`src/rtl/oled_line_arbiter.sv`:
```
// oled_line_arbiter: round-robin owner of the OLED write/update port.
// Optional `OLED_ARB_AUTO_UPDATE_EN adds one display update per line.
module oled_line_arbiter #(
  parameter int N_REQ      = 2,
  parameter int LINE_CHARS = 16
) (
  input  logic                   clk,
  input  logic                   rstn,
  input  logic [N_REQ-1:0]       req,
  input  logic [2*N_REQ-1:0]     req_row,
  input  logic [128*N_REQ-1:0]   req_text,
  output logic [N_REQ-1:0]       grant,
  output logic [N_REQ-1:0]       done,
  output logic                   busy,
  output logic                   write_start,
  output logic [8:0]             write_base_addr,
  output logic [7:0]             write_ascii_data,
  input  logic                   write_ready,
  output logic                   update_start,
  output logic                   update_clear,
  input  logic                   update_ready
);

  localparam int OW = (N_REQ > 1) ? $clog2(N_REQ) : 1;
  localparam logic [OW-1:0] LAST = OW'(N_REQ - 1);
  localparam logic [4:0] LC = 5'(LINE_CHARS);

  typedef enum logic [2:0] {
    IDLE, WR_ISSUE, WR_HOLD, WR_WAIT,
    UPD_ISSUE, UPD_HOLD, UPD_WAIT, FINISH
  } state_t;

  state_t            state;
  logic [OW-1:0]     rr;
  logic [OW-1:0]     owner;
  logic [1:0]        row_q;
  logic [127:0]      text_q;
  logic [4:0]        col;
  logic [4:0]        col_nx;

  logic              pick_vld;
  logic [OW-1:0]     pick_idx;
  logic [OW:0]       sum;
  logic [2*N_REQ-1:0] req_dbl;
  logic [N_REQ-1:0]  req_rot;
  logic [N_REQ-1:0]  pick_oh;
  logic [N_REQ-1:0]  owner_oh;
  logic [1:0]        pick_row;
  logic [127:0]      pick_text;
  logic [7:0]        cur_char;

  assign col_nx = col + 5'd1;

  // Rotate requests so the rr pointer is bit 0, take the first set bit.
  always_comb begin
    pick_vld = 1'b0;
    pick_idx = '0;
    sum      = '0;
    req_dbl  = {req, req} >> rr;
    req_rot  = req_dbl[N_REQ-1:0];
    for (int k = 0; k < N_REQ; k++) begin
      if (!pick_vld && req_rot[k]) begin
        pick_vld = 1'b1;
        sum = {1'b0, rr} + (OW+1)'(k);
        if (sum >= (OW+1)'(N_REQ))
          sum = sum - (OW+1)'(N_REQ);
        pick_idx = sum[OW-1:0];
      end
    end
  end

  // Decode winner/owner indices and select the winner's row and text.
  always_comb begin
    pick_oh   = '0;
    owner_oh  = '0;
    pick_row  = '0;
    pick_text = '0;
    for (int k = 0; k < N_REQ; k++) begin
      pick_oh[k]  = (pick_idx == OW'(k));
      owner_oh[k] = (owner == OW'(k));
      if (pick_idx == OW'(k)) begin
        pick_row  = req_row[2*k +: 2];
        pick_text = req_text[128*k +: 128];
      end
    end
  end

  // Character at the current column, char 0 in the top byte.
  always_comb begin
    cur_char = '0;
    for (int c = 0; c < 16; c++)
      if (col[3:0] == 4'(c))
        cur_char = text_q[127-8*c -: 8];
  end

  assign update_clear = 1'b0;

`ifndef OLED_ARB_AUTO_UPDATE_EN
  logic unused_upd;
  assign unused_upd   = update_ready;
  assign update_start = 1'b0;
`endif

  // Transaction sequencer with registered command outputs.
  always_ff @(posedge clk or negedge rstn) begin
    if (!rstn) begin
      state            <= IDLE;
      rr               <= '0;
      owner            <= '0;
      row_q            <= '0;
      text_q           <= '0;
      col              <= '0;
      grant            <= '0;
      done             <= '0;
      busy             <= 1'b0;
      write_start      <= 1'b0;
      write_base_addr  <= '0;
      write_ascii_data <= '0;
`ifdef OLED_ARB_AUTO_UPDATE_EN
      update_start     <= 1'b0;
`endif
    end else begin
      done        <= '0;
      write_start <= 1'b0;
`ifdef OLED_ARB_AUTO_UPDATE_EN
      update_start <= 1'b0;
`endif
      case (state)
        IDLE: if (pick_vld) begin
          grant  <= pick_oh;
          owner  <= pick_idx;
          row_q  <= pick_row;
          text_q <= pick_text;
          col    <= '0;
          busy   <= 1'b1;
          state  <= WR_ISSUE;
        end
        WR_ISSUE: if (write_ready) begin
          write_start      <= 1'b1;
          write_base_addr  <= {row_q, col[3:0], 3'b000};
          write_ascii_data <= cur_char;
          state            <= WR_HOLD;
        end
        WR_HOLD: state <= WR_WAIT;
        WR_WAIT: if (write_ready) begin
          col <= col_nx;
          if (col_nx < LC)
            state <= WR_ISSUE;
          else
`ifdef OLED_ARB_AUTO_UPDATE_EN
            state <= UPD_ISSUE;
`else
            state <= FINISH;
`endif
        end
`ifdef OLED_ARB_AUTO_UPDATE_EN
        UPD_ISSUE: if (update_ready) begin
          update_start <= 1'b1;
          state        <= UPD_HOLD;
        end
        UPD_HOLD: state <= UPD_WAIT;
        UPD_WAIT: if (update_ready) state <= FINISH;
`endif
        FINISH: begin
          done  <= owner_oh;
          grant <= '0;
          busy  <= 1'b0;
          rr    <= (owner == LAST) ? '0 : owner + 1'b1;
          state <= IDLE;
        end
        default: state <= IDLE;
      endcase
    end
  end

endmodule

```
`config.mk`:
```
export PLATFORM = sky130hd
export DESIGN_NAME = oled_line_arbiter
export DESIGN_NICKNAME = d
export VERILOG_FILES = /design/src/rtl/oled_line_arbiter.sv
export SDC_FILE = /design/constraint.sdc
export NUM_CORES = 1
export LEC_CHECK = 0
export CELL_PAD_IN_SITES_DETAIL_PLACEMENT = 0
export CELL_PAD_IN_SITES_GLOBAL_PLACEMENT = 1
export CORE_MARGIN = 1.5
export CORE_UTILIZATION = 34
export DETAILED_ROUTE_END_ITERATION = 12
export PLACE_DENSITY = 0.78
export RECOVER_POWER = 100
export SLEW_MARGIN = 20
export SYNTH_ARGS = -nofsm -noshare
export SYNTH_HDL_FRONTEND = slang
export SYNTH_SLANG_ARGS = --single-unit
```
`constraint.sdc`:
```
create_clock -name clk -period 2.1 [get_ports clk]
set_input_delay 0.42 -clock clk [delete_from_list [all_inputs] [get_ports clk]]
set_output_delay 0.42 -clock clk [all_outputs]
set_load 0.01 [all_outputs]
```
### Word level (Yosys, flattened, before mapping)

Cells that the tools add are included.

* shift-type cells: 1
* bitwise operators: 2
* mux-type cells: 40
* add/subtract/negate cells: 5
* magnitude comparators: 3
* equal/unequal tests: 22
* reduce and logical (&&, ||, !) cells: 11

Operator list (number)
* two-way mux 128 bit: 1
* two-way mux 8 bit: 16
* == test 4 bit, second input constant: 8
* == test 4 x 3 -> 1 bit, second input constant: 4
* two-way mux 3 bit: 4
* one-hot mux 3 bit (4 select lines): 1
* two-way mux 1 bit: 10
* two-way mux 5 bit: 2
* one-hot mux 5 bit (2 select lines): 1
* == test 4 x 2 -> 1 bit, second input constant: 2
* == test 3 x 2 -> 1 bit, second input constant: 2
* two-way mux 2 bit: 3
* != test 2 bit, second input constant: 3
* AND reduction 2 bit: 3
* AND reduction 3 bit: 2
* adder 5 x 1 -> 5 bit, second input constant: 1
* < comparator 5 bit, second input constant: 1
* == test 4 x 1 -> 1 bit, second input constant: 1
* zero test 4 bit: 1
* one-hot mux 2 bit (2 select lines): 1
* nonzero test 2 bit: 2
* >> shifter 4 x 1 -> 2 bit: 1
* == test 3 x 1 -> 1 bit, second input constant: 1
* == test 3 bit, second input constant: 1
* other kinds (10): 12

* output and inout port bits: 25
* register bits after elaboration: 160

### Longest topological paths before layout

Gate-level depths: netlist of run 1.

* word-level depth: 17
* depth in mapped cells: 10

### Worst setup path after synthesis of run 1

OpenSTA, ideal clock, no wires.

* path type: reg-to-reg
* start: register col[0]
* end: register write_ascii_data[0]
* clock period less this slack: 1.925 ns
* stages on the path, launching flop included: 9
* slack: 0.175 ns
* data arrival time: 1.804 ns
* required time: 1.978 ns
* path buffers: 3
* cells stage by stage: dfrtp_1 inv_1 ha_1 buf_2 inv_2 buf_2 clkbuf_1 o22ai_1 a2111oi_1

* cells in the longest elaborated chain, start to end: 17
* elaborated cells between the ends (all ways): 32
* classes of those cells: eq/ne (15); mux (16); reduce/logical (1)

Ends and longest elaborated chain
* from (decl): RTL line 38 `logic [4:0] col;`
* from (signal assigned): RTL line 146 `col <= col_nx;`
* zero test 4 bit: RTL line 92 `if (col[3:0] == 4'(c))`
* two-way mux 8 bit (15 in series): RTL line 92
* two-way mux 8 bit *: RTL line 92
* to (signal assigned): RTL line 141 `write_ascii_data <= cur_char;`
* to (decl): RTL line 17 `output logic [7:0] write_ascii_data,`

Every way passes the cells marked *; elsewhere a longest branch is shown, timed or not.
A chain may end at the register's enable or synchronous reset.

### Final worst setup path of run 1

* start: register col[0]
* end: register write_ascii_data[6]

Same word-level chain as after synthesis.

==> impl_metrics.json, run 1 <==
{
  "cts_buffers": 17,
  "htreeDepth": 4,
  "layoutNonFillerInstCount": 1368,
  "min_path_cells": 1,
  "die_h_um": 155,
  "die_x_um": 155,
  "synthXorXnorAreaFrac_pct": 0.222,
  "r2r_cells": 9,
  "min_to": "done[0]",
  "insertion_delay_ps": 430,
  "final_common_cell": "clkdlybuf4s50_1",
  "cts_tree": "done",
  "r2r-end": "write_ascii_data[6]",
  "ys_seq_elements": 160,
  "grt_use_met3_pct": 5.65,
  "route.detailed.drc": 0,
  "grt-busiest-layer": "met2",
  "drt_iter0_markers": 1053,
  "clock_skew_ps": 10.8,
  "worst_pin_slew_ps": 1470,
  "core_um2": 22700,
  "layout_setup_ws_ps": 61.2,
  "grtUsageTotal_pct": 24.0,
  "report.final.slew_viol_count": 0,
  "async_flop_share_pct": 100,
  "cts_num_sinks": 160,
  "relSlewSlack_pct": 2.06,
  "vias": 7702,
  "clock.fmax_ghz": 0.490,
  "hold_path_startpoint": "owner",
  "fin_crit_sh_pct": 97.1,
  "total_power_mw": 15.5,
  "grt_use_met1_pct": 31.1,
  "end_kind": "register",
  "synthAdderAreaFrac_pct": 0.634,
  "drive_above_1_share_pct": 13.8,
  "setup_viol": 0,
  "root_buffer": "clkbuf_16",
  "dp_worst_setup_slack_ps": -195,
  "fin_crit_ps": 2040,
  "yosys.area_share.simple_pct": 7.47,
  "grt_max_degree": 57,
  "arrival_ps": 2330,
  "hold_viol_final": 0,
  "r2r_slack_ps": 60,
  "grt_pass1_vias": 7837,
  "crit_fanout": 8,
  "worst_ep_required_time_ps": 2390,
  "timing.hold.ws_ps": 447,
  "yosysWarnings": 0,
  "grt_pass1_wl_mm": 44.4,
  "dieArea_um2": 24100,
  "hold_path_class": "reg -> reg",
  "rr_startpoint": "col[0]",
  "synth_compound_area_share_pct": 28.2,
  "initial_core_util_pct": 34.7,
  "synth_top_family_by_area": "compound AO/OA/AOI/OAI gates",
  "clockBufferDepth": 2,
  "syn_avg_cell_area_um2": 10.1,
  "area_growth_pct": 53.8,
  "clk_pin_slew_ps": 70,
  "rsz0062_at_grt": "true",
  "grtUsageMet2_pct": 40.3,
  "crit_type": "reg -> reg",
  "place_congestion": 0.862,
  "max_cap_viol_count": 0,
  "drt_wl_total_mm": 28.7,
  "power_density_nw_per_um2": 1280,
  "wl_per_cell_um": 21.0,
  "layout_common_cells": "282 x clkdlybuf4s50_1, 160 x dfrtp_1, 132 x inv_1, 130 x a222oi_1",
  "rows": 55,
  "synth_area_um2": 7890,
  "synth_edf_count": 0,
  "ant_nets": 0,
  "antenna_found_initial": 0,
  "synth.area.mux_share_pct": 0.904,
  "dp_hpwl_mm": 21.4,
  "status": "finished, final reports clean",
  "viasPerCell": 5.63,
  "layout.nets": 1341,
  "place_inst": 1331,
  "dr.pass1.iters": 10,
  "synth_cell_types": 55,
  "syn_inst": 781,
  "io_pins": 291,
  "yosysSeqAreaShare_pct": 50.7,
  "grt-ovfl-total": 0,
  "startpoint_type": "register",
  "power.ir.vdd_worst_v": 0.000526,
  "place.port_buffers": 284,
  "synth_ff_type": "dfrtp_1",
  "n_antenna_cell": 0,
  "fin_tns_setup_ps": 0,
  "leakage_nw": 5.50
}
## where the power goes
part | switching [mW] | leakage (nW) | total [mW] | internal, mW
clock network | 1.35 | 0.277 | 3.03 | 1.69
registers | 1.11 | 2.01 | 5.56 | 4.45
logic | 3.48 | 3.22 | 6.93 | 3.44
total | 5.94 | 5.50 | 15.5 | 9.58
## synth_stat cells, types with 7 or more instances
library cell,number,share of area [%]
a21oi_1,42,2.7
a2111oi_1,7,0.89
nand2_1,44,2.1
nand2b_1,12,0.95
dfrtp_1,160,51
inv_1,134,6.4
a21boi_0,7,0.67
a221oi_1,9,1.0
buf_2,27,1.7
a222oi_1,130,16
o21ai_0,20,1.3
nor3_1,17,1.1
o211ai_1,7,0.67
a2111oi_2,7,1.3
nor2_1,29,1.4
o22ai_1,17,1.3
clkbuf_1,37,1.8
## area by class of cell
type                            instances  area, µm²
Clock buffer                           18        439
Inverter                              138        522
Multi-Input combinational cell        407       3220
Tap cell                              285        357
Sequential cell                       160       4000
Fill cell                            2042      10600
Clock inverter                         13        130
Timing Repair Buffer                  347       3460
## worst max-delay path by stage
stage	to	slack [ps]	from
finish	write_ascii_data[6]	60	col[0]
global route	write_ascii_data[6]	-20	col[0]
CTS	write_ascii_data[1]	-20	col[0]
detailed placement	write_ascii_data[6]	-190	write_ready
global placement	write_ascii_data[6]	-160	write_ready
floorplan	write_ascii_data[0]	170	col[0]
## repair_timing
| action | CTS | global route |
|---|---|---|
| pin swaps | 0 | 8 |
| hold buffers | 1 | 0 |
| endpoints found under the setup margin | 7 | 9 |
| setup buffers | 0 | 5 |
| hold endpoints to repair | 49 | 0 |
| resized for setup | 14 | 48 |
## worst max-delay path, stage by stage (launching register included)
cell	delay [ps]
dfrtp_1	420
inv_2	90
ha_2	200
nor2b_2	160
buf_6	140
a221oi_4	240
nor3_2	80
buf_4	150
a2111oi_4	330
a2111oi_2	80
## stage by stage
stage | utilization (%) | cell area, µm²
after floorplan | - | 7910
after global placement | 49.7 | 11300
after detailed placement | 49.7 | 11300
after CTS | 52.4 | 11900
after global routing | 53.4 | 12100
final | 53.4 | 12100
## registers in the layout, indices dropped and copies added, names as in the netlist
name              flops
col                   5
write_start           1
done                  2
row_q                 2
write_ascii_data      8
write_base_addr       6
grant                 2
text_q              128
busy                  1
rr                    1
state                 3
owner                 1
## kinds of logic after synthesis
group,count (synthesis)
buf+inv,218
other cells,1
mux,7
fa+ha+maj,4
compound gates,264
flops,160
simple gates,125
xor+xnor,2
## routing by layer
layer	vias up	share of wire, %
met2	321	49
met1	3817	42
met3	31	6.6
met4	0	2.2
met5	-	0
li1	3533	-
Power figures use the tool's default switching activity.
==> run 2, diff against run 1 <==
- CAP_MARGIN: default -> 0
==> results of run 2 <==
The final DEF is identical to that of run 1; final timing and power are the same.
